File: src/rtl/muldiv_unit_pkg.sv
// Shared CPU package: operation classes, multiply/divide opcodes and FSM states.
package muldiv_unit_pkg;

    typedef enum logic [2:0] {
        OP_ALU,
        OP_SHIFT,
        OP_MULDIV,
        OP_LOAD,
        OP_STORE,
        OP_BRANCH
    } oper_t;

    typedef enum logic [3:0] {
        MD_NONE,
        MULT,
        MULTU,
        MADD,
        MADDU,
        MSUB,
        MSUBU,
        DIV,
        DIVU,
        MTHI,
        MTLO
    } muldiv_op_t;

    typedef enum logic [1:0] {
        ST_IDLE,
        ST_MUL,
        ST_DIV,
        ST_DONE
    } muldiv_state_t;

    localparam int MUL_LATENCY_DEF = 2;
    localparam int DIV_BITS_DEF    = 1;

endpackage

File: src/rtl/muldiv_unit_div_iter.sv
// Iterative restoring divider on magnitudes, DIV_BITS quotient bits per cycle,
// followed by one sign-fix cycle in which done is high.
module div_iter
    import muldiv_unit_pkg::*;
#(
    parameter int W        = 32,
    parameter int DIV_BITS = DIV_BITS_DEF
) (
    input  logic         clk,
    input  logic         rst,
    input  logic         start,
    input  logic [W-1:0] a,
    input  logic [W-1:0] b,
    input  logic         is_signed,
    output logic         done,
    output logic [W-1:0] quo,
    output logic [W-1:0] rem
);

    localparam int STEPS = W / DIV_BITS;
    localparam int CW    = $clog2(STEPS + 1);

    logic [W-1:0]  dq_q, rem_q, b_q;
    logic [W-1:0]  dq_n, rem_n;
    logic [W:0]    t;
    logic [CW-1:0] cnt_q;
    logic          run_q, fix_q, qneg_q, rneg_q;
    logic          a_neg, b_neg;

    assign a_neg = is_signed & a[W-1];
    assign b_neg = is_signed & b[W-1];

    always_comb begin
        rem_n = rem_q;
        dq_n  = dq_q;
        t     = '0;
        for (int i = 0; i < DIV_BITS; i++) begin
            t    = {rem_n, dq_n[W-1]};
            dq_n = {dq_n[W-2:0], 1'b0};
            if (t >= {1'b0, b_q}) begin
                t       = t - {1'b0, b_q};
                dq_n[0] = 1'b1;
            end
            rem_n = t[W-1:0];
        end
    end

    always_ff @(posedge clk or negedge rst) begin
        if (!rst) begin
            dq_q   <= '0;
            rem_q  <= '0;
            b_q    <= '0;
            cnt_q  <= '0;
            run_q  <= 1'b0;
            fix_q  <= 1'b0;
            qneg_q <= 1'b0;
            rneg_q <= 1'b0;
        end else if (start) begin
            dq_q   <= a_neg ? -a : a;
            b_q    <= b_neg ? -b : b;
            rem_q  <= '0;
            cnt_q  <= CW'(STEPS);
            run_q  <= 1'b1;
            fix_q  <= 1'b0;
            qneg_q <= a_neg ^ b_neg;
            rneg_q <= a_neg;
        end else if (run_q) begin
            dq_q  <= dq_n;
            rem_q <= rem_n;
            cnt_q <= cnt_q - CW'(1);
            if (cnt_q == CW'(1)) begin
                run_q <= 1'b0;
                fix_q <= 1'b1;
            end
        end else begin
            fix_q <= 1'b0;
        end
    end

    assign done = fix_q;
    assign quo  = qneg_q ? -dq_q : dq_q;
    assign rem  = rneg_q ? -rem_q : rem_q;

endmodule

File: src/rtl/muldiv_unit.sv
// HI/LO multiply-divide unit: pipelined multiplier, iterative divider and
// MTHI/MTLO bypass behind an IDLE/MUL/DIV/DONE handshake FSM.
module muldiv_unit
    import muldiv_unit_pkg::*;
#(
    parameter int DATA_WIDTH  = 32,
    parameter int MUL_LATENCY = MUL_LATENCY_DEF,
    parameter int DIV_BITS    = DIV_BITS_DEF
) (
    input  logic                    clk,
    input  logic                    rst,
    input  logic                    req_valid,
    input  muldiv_op_t              req_op,
    input  logic [DATA_WIDTH-1:0]   req_a,
    input  logic [DATA_WIDTH-1:0]   req_b,
    input  logic [2*DATA_WIDTH-1:0] hilo_i,
    input  logic                    flush,
    input  logic                    ack,
    output logic                    ready_o,
    output logic                    resp_valid,
    output logic [2*DATA_WIDTH-1:0] resp_hilo,
    output logic                    busy
);

    localparam int W = DATA_WIDTH;

    muldiv_state_t state_q, state_d;
    logic [2:0]    cnt_q, cnt_d;
    logic [2*W-1:0] res_q, res_d, hilo_q;
    logic [2*W-1:0] ext_a, ext_b, prod, mul_comb, mul_out;
    logic [W-1:0]  a_q, b_q, div_quo, div_rem;
    muldiv_op_t    op_q;
    logic          is_mul, is_div, is_mt, b_zero, mul_sgn;
    logic          mul_start, div_start, div_done, res_load;

    assign is_mul = req_op inside {MULT, MULTU, MADD, MADDU, MSUB, MSUBU};
    assign is_div = req_op inside {DIV, DIVU};
    assign is_mt  = req_op inside {MTHI, MTLO};
    assign b_zero = (req_b == '0);

    // Operands are sign- or zero-extended so one 2W multiply covers both forms.
    assign mul_sgn  = op_q inside {MULT, MADD, MSUB};
    assign ext_a    = {{W{mul_sgn & a_q[W-1]}}, a_q};
    assign ext_b    = {{W{mul_sgn & b_q[W-1]}}, b_q};
    assign prod     = ext_a * ext_b;

    always_comb begin
        unique case (op_q)
            MADD, MADDU: mul_comb = hilo_q + prod;
            MSUB, MSUBU: mul_comb = hilo_q - prod;
            default:     mul_comb = prod;
        endcase
    end

    // Capture and result registers already give two stages; extra ones go here.
    if (MUL_LATENCY > 2) begin : g_pipe
        logic [2*W-1:0] pipe_q [MUL_LATENCY-2];
        always_ff @(posedge clk or negedge rst) begin
            if (!rst) begin
                for (int k = 0; k < MUL_LATENCY - 2; k++)
                    pipe_q[k] <= '0;
            end else begin
                pipe_q[0] <= mul_comb;
                for (int k = 1; k < MUL_LATENCY - 2; k++)
                    pipe_q[k] <= pipe_q[k-1];
            end
        end
        assign mul_out = pipe_q[MUL_LATENCY-3];
    end else begin : g_nopipe
        assign mul_out = mul_comb;
    end

    div_iter #(
        .W        (W),
        .DIV_BITS (DIV_BITS)
    ) u_div (
        .clk       (clk),
        .rst       (rst),
        .start     (div_start),
        .a         (req_a),
        .b         (req_b),
        .is_signed (req_op == DIV),
        .done      (div_done),
        .quo       (div_quo),
        .rem       (div_rem)
    );

    always_comb begin
        state_d    = state_q;
        cnt_d      = cnt_q;
        res_d      = res_q;
        res_load   = 1'b0;
        mul_start  = 1'b0;
        div_start  = 1'b0;
        ready_o    = 1'b1;
        resp_valid = 1'b0;
        resp_hilo  = res_q;
        busy       = 1'b0;
        unique case (state_q)
            ST_IDLE: begin
                if (req_valid) begin
                    unique case (1'b1)
                        is_mul: begin
                            ready_o   = 1'b0;
                            mul_start = 1'b1;
                            cnt_d     = 3'(MUL_LATENCY - 1);
                            state_d   = ST_MUL;
                        end
                        is_div && b_zero: begin
                            ready_o  = 1'b0;
                            res_d    = {req_a, {W{1'b1}}};
                            res_load = 1'b1;
                            state_d  = ST_DONE;
                        end
                        is_div && !b_zero: begin
                            ready_o   = 1'b0;
                            div_start = 1'b1;
                            state_d   = ST_DIV;
                        end
                        is_mt: begin
                            resp_valid = 1'b1;
                            resp_hilo  = (req_op == MTHI)
                                       ? {req_a, hilo_i[W-1:0]}
                                       : {hilo_i[2*W-1:W], req_a};
                        end
                        default: ;
                    endcase
                end
            end
            ST_MUL: begin
                busy    = 1'b1;
                ready_o = 1'b0;
                cnt_d   = cnt_q - 3'd1;
                if (cnt_q <= 3'd1) begin
                    res_d    = mul_out;
                    res_load = 1'b1;
                    state_d  = ST_DONE;
                end
            end
            ST_DIV: begin
                busy    = 1'b1;
                ready_o = 1'b0;
                if (div_done) begin
                    res_d    = {div_rem, div_quo};
                    res_load = 1'b1;
                    state_d  = ST_DONE;
                end
            end
            ST_DONE: begin
                resp_valid = 1'b1;
                if (ack)
                    state_d = ST_IDLE;
            end
            default: state_d = ST_IDLE;
        endcase
        if (flush) begin
            state_d    = ST_IDLE;
            resp_valid = 1'b0;
            mul_start  = 1'b0;
            div_start  = 1'b0;
            res_load   = 1'b0;
        end
        // Outputs track reset immediately, even with a request on the inputs.
        if (!rst) begin
            ready_o    = 1'b1;
            resp_valid = 1'b0;
            resp_hilo  = '0;
            busy       = 1'b0;
        end
    end

    always_ff @(posedge clk or negedge rst) begin
        if (!rst) begin
            state_q <= ST_IDLE;
            cnt_q   <= '0;
            res_q   <= '0;
            a_q     <= '0;
            b_q     <= '0;
            hilo_q  <= '0;
            op_q    <= MD_NONE;
        end else begin
            state_q <= state_d;
            cnt_q   <= cnt_d;
            if (res_load)
                res_q <= res_d;
            if (mul_start) begin
                a_q    <= req_a;
                b_q    <= req_b;
                hilo_q <= hilo_i;
                op_q   <= req_op;
            end
        end
    end

endmodule

File: config.mk
export PLATFORM = sky130hd
export DESIGN_NAME = muldiv_unit
export DESIGN_NICKNAME = d
export VERILOG_FILES = /design/src/rtl/muldiv_unit_pkg.sv /design/src/rtl/muldiv_unit_div_iter.sv /design/src/rtl/muldiv_unit.sv
export SDC_FILE = /design/constraint.sdc
export NUM_CORES = 2
export LEC_CHECK = 0
export BUFFER_PORTS_ARGS = -buffer_cell sky130_fd_sc_hd__buf_2
export CORE_MARGIN = 2
export CORE_UTILIZATION = 52
export CTS_CLUSTER_SIZE = 25
export DETAILED_ROUTE_END_ITERATION = 12
export GPL_ROUTABILITY_DRIVEN = 0
export PLACE_DENSITY = 0.7
export SLEW_MARGIN = 20
export SYNTH_ARGS = -nofsm -noshare
export SYNTH_HDL_FRONTEND = slang
export SYNTH_SLANG_ARGS = --single-unit
File: constraint.sdc
create_clock -name clk -period 14.26 [get_ports clk]
set_input_delay 0.713 -clock clk [delete_from_list [all_inputs] [get_ports clk]]
set_output_delay 0.713 -clock clk [all_outputs]
set_load 0.005 [all_outputs]
==> metrics.md <==
| Metric | Value |
|---|---|
| Layout area overhead | 5.812% |
| Antenna Nets Post-Route | 0 |
| Sequential-to-total area share from yosys stat | around an eighth |
| Max stage delay on crit path | around 0.66 ns |
| Multiplexer area fraction after synthesis | ~4.3% |
| Antenna violations before repair | 12 |
| DRC viols | 0 |
| Avg Inst Size Synth | slightly below 9 sq um |
| Maximum clock rate | 0.07711 GHz |
| Rel. slew slack | between 20% and 30% |
| CTS clk-pin slew, worst paths | ~0.060 ns |
| RSZ-0062 raised after global routing | no |
| Status | complete, no violations |
| Clock Path Buffers | 3 |
| GRT Util Overall | around a third |
| XOR/XNOR Fraction of Synth Area | under 10% |
| Clock sink count | just over 300 |
| Clk_lat worst skew | approximately 0.61 ns |
| CTS tree | done |
| Max Cap Viol | 0 |
| Main combinational cell family by area after synthesis | adder cells |
| Postcts setup bufs | 0 |
| # IOs | 204 |
| CP Max Fanout | 23 |
| Vias per cell | just under 6 |
| Min cycle time layout | ~13 ns |
| Synth unique cells | roughly 110 |
| Yosys warnings | 0 |
| Mapped Cells | between 7,000 and 8,000 |
| Most used cell, CP | fa_1 |
| Worst slew pin tran | 1.147 ns |
| R2r worst-path depth | 37 |
| Critical path class | register to register |
| Crit path required time | between 10 and 15 ns |
| Routed wire length | 192,900 um |
| Fin. Hold Viols | 0 |
| Min-Delay Path Class | primary input to async pin |
| Largest net degree at the start of global routing | 100 |
| Gates resized, CTS repair | 0 |
| Synth Area in Compound Gates | around 11% |
| Global route total overflow | 0 |
| CORE AREA | 119,700 sq um |
| Fin crit share | between 90% and 100% |
| Post-synthesis adder-cell area fraction | between 40% and 50% |
| Most frequent cells in the layout | nand2_1, inv_1, fa_1 |
| Layout cells sized above 1 | 8.325% |
| Post-synth EDFFs | 0 |
| First-pass GRT wire length | 301,000 um |
| Net Count, Synth | around 8,700 |
| Die Area | approximately 120,000 sq um |
| DP HPWL | around 150,000 um |
| Core Rows | ~130 |
| Final Skew | around 0.030 ns |
| DRT Pass-1 Iters | 8 |
| Synth Area in Simple Gates | between 10% and 20% |
| DRT iter0 DRCs | approximately 4,700 |
| Die W | approximately 350 um |
| I/O Buffers | ~200 |
| Critical path's slowest cell | a2111oi_0 |
| Final Util | 55.29% |
| Arrival time worst endpoint | 13.46 ns |
| Final nets | 8,592 |
| Most common cell after layout, fill and taps aside | nand2_1 |
| Die Ht | approximately 350 um |
| Root Driver | clkbuf_16 |
| Starting Density | 52.25% |
| Filler Cell Count | about 11,000 |
| Final setup viols | 0 |
| Crit path launch type | register |
| CP Capture Type | register |
| Async S/R FF share, synth | 100.0% |
| Setup TNS | 0 ns |
| Seq cells post-synth | roughly 310 |
| Routed length per instance | between 20 and 25 um |
| CTS Buf Count | 40 |
| Pins Over Slew Limit | 0 |
| Vias in the first global route | 52,190 |
| CTS H-tree lvls | 2 |
| Prevailing post-synth register cell | dfrtp_1 |
| Post-CTS Hold Buffers | 0 |
| Routed vias | slightly above 50,000 |
| Mapped Area | 62,520 sq um |
worst paths after layout:
| check | from | slack, ns | to |
|---|---|---|---|
| worst max register to register | op_q[1] | 1.29 | res_q[63] |
| min in group clk | hilo_i[0] | 0.37 | hilo_q[0] |
| worst min register to register | res_q[37] | 0.48 | res_q[37] |
| worst max-delay path | op_q[1] | 1.29 | res_q[63] |
| max in group asynchronous | rst | 12.18 | u_div.dq_q[13] |
| worst min-delay path | rst | 0.12 | u_div.rem_q[26] |
critical path: cells and delay by family (launching register included):
kind | cells | cell delay [ns]
DFF | 1 | 0.43
xor gates and xnor gates | 3 | 0.60
adders and majority gates | 10 | 5.09
buffers and inverters | 4 | 0.96
and+or+nand+nor | 12 | 3.26
AOI/OAI and AO/OA | 8 | 2.52
synthesized netlist by cell type (10+ instances only):
| library cell | n | area [sq um] |
|---|---|---|
| a211oi_1 | 45 | 337.8 |
| a21o_1 | 72 | 540.5 |
| a21oi_1 | 240 | 1201 |
| a221oi_1 | 22 | 192.7 |
| a31oi_1 | 47 | 294.0 |
| a41oi_1 | 10 | 87.58 |
| and2_1 | 293 | 1833 |
| and3_1 | 44 | 275.3 |
| and4_1 | 10 | 87.58 |
| clkbuf_1 | 402 | 1509 |
| dfrtp_1 | 307 | 7682 |
| fa_1 | 1127 | 22560 |
| ha_1 | 321 | 4016 |
| inv_1 | 1171 | 4395 |
| mux2_2 | 131 | 1475 |
| mux2i_1 | 121 | 1211 |
| nand2_1 | 1175 | 4410 |
| nand2b_1 | 33 | 206.5 |
| nand3_1 | 51 | 255.2 |
| nand4_1 | 24 | 150.1 |
| nor2_1 | 257 | 964.7 |
| nor2b_1 | 12 | 75.07 |
| nor3_1 | 77 | 385.4 |
| nor4_1 | 20 | 125.1 |
| o211a_1 | 67 | 670.6 |
| o211ai_1 | 31 | 232.7 |
| o21a_1 | 22 | 165.2 |
| o21ai_0 | 279 | 1396 |
| o21bai_1 | 20 | 150.1 |
| o221ai_1 | 12 | 105.1 |
| o31ai_1 | 43 | 322.8 |
| o41ai_1 | 11 | 96.34 |
| or2_2 | 25 | 156.4 |
| or3_1 | 33 | 206.5 |
| or4_1 | 18 | 135.1 |
| xnor2_1 | 202 | 1769 |
| xor2_1 | 130 | 1139 |
kinds of logic after synthesis:
group	count (synthesis)
AND/OR/NAND/NOR	2116
multiplexers	252
AO/OA/AOI/OAI	1039
XOR/XNOR	336
adder cells (fa/ha/maj)	1448
flip-flops	307
buffers and inverters	1590
routing by layer:
layer | wire length [um] | vias up | global-route usage (%)
met1 | 74330 | 26110 | 41.65
met2 | 88150 | 2506 | 50.34
met3 | 18810 | 599 | 6.917
li1 | - | 22230 | -
met5 | 67 | - | 0
met4 | 11500 | 10 | 15.53
sequential cells by signal (all words and copies together) (netlist names):
| signal | cells |
|---|---|
| state_q | 2 |
| u_div.rneg_q | 1 |
| u_div.run_q | 1 |
| b_q | 32 |
| u_div.dq_q | 32 |
| u_div.qneg_q | 1 |
| u_div.b_q | 32 |
| res_q | 64 |
| hilo_q | 64 |
| a_q | 32 |
| u_div.cnt_q | 6 |
| u_div.done | 1 |
| cnt_q | 3 |
| op_q | 4 |
| u_div.rem_q | 32 |
final cells by class:
class / instances / area [sq um] / share of cell area, %
Tap cell: 1612 / 2017 / 3.049
Clock inverter: 14 / 173.9 / 0.2629
Inverter: 1171 / 4395 / 6.644
Multi-Input combinational cell: 5191 / 48910 / 73.94
Antenna cell: 6 / 15.01 / 0.02270
Clock buffer: 60 / 1199 / 1.812
Timing Repair Buffer: 296 / 1737 / 2.625
Sequential cell: 307 / 7705 / 11.65
stage by stage:
stage	setup WS [ns]	cells	cell area, sq um	hold slack (ns)
detailed placement	1.568	8577	64760	0.4704
CTS	1.531	8651	66130	0.1570
floorplan	3.323	7088	62520	0.4174
global route	0.8289	8651	66140	0.1736
finish	1.292	8657	66150	0.1170
global placement	1.912	8577	64760	0.4624
Power is left out: the tool's default activity adds up to more than one toggle a clock period on the data nets, which glitch-free logic cannot reach.
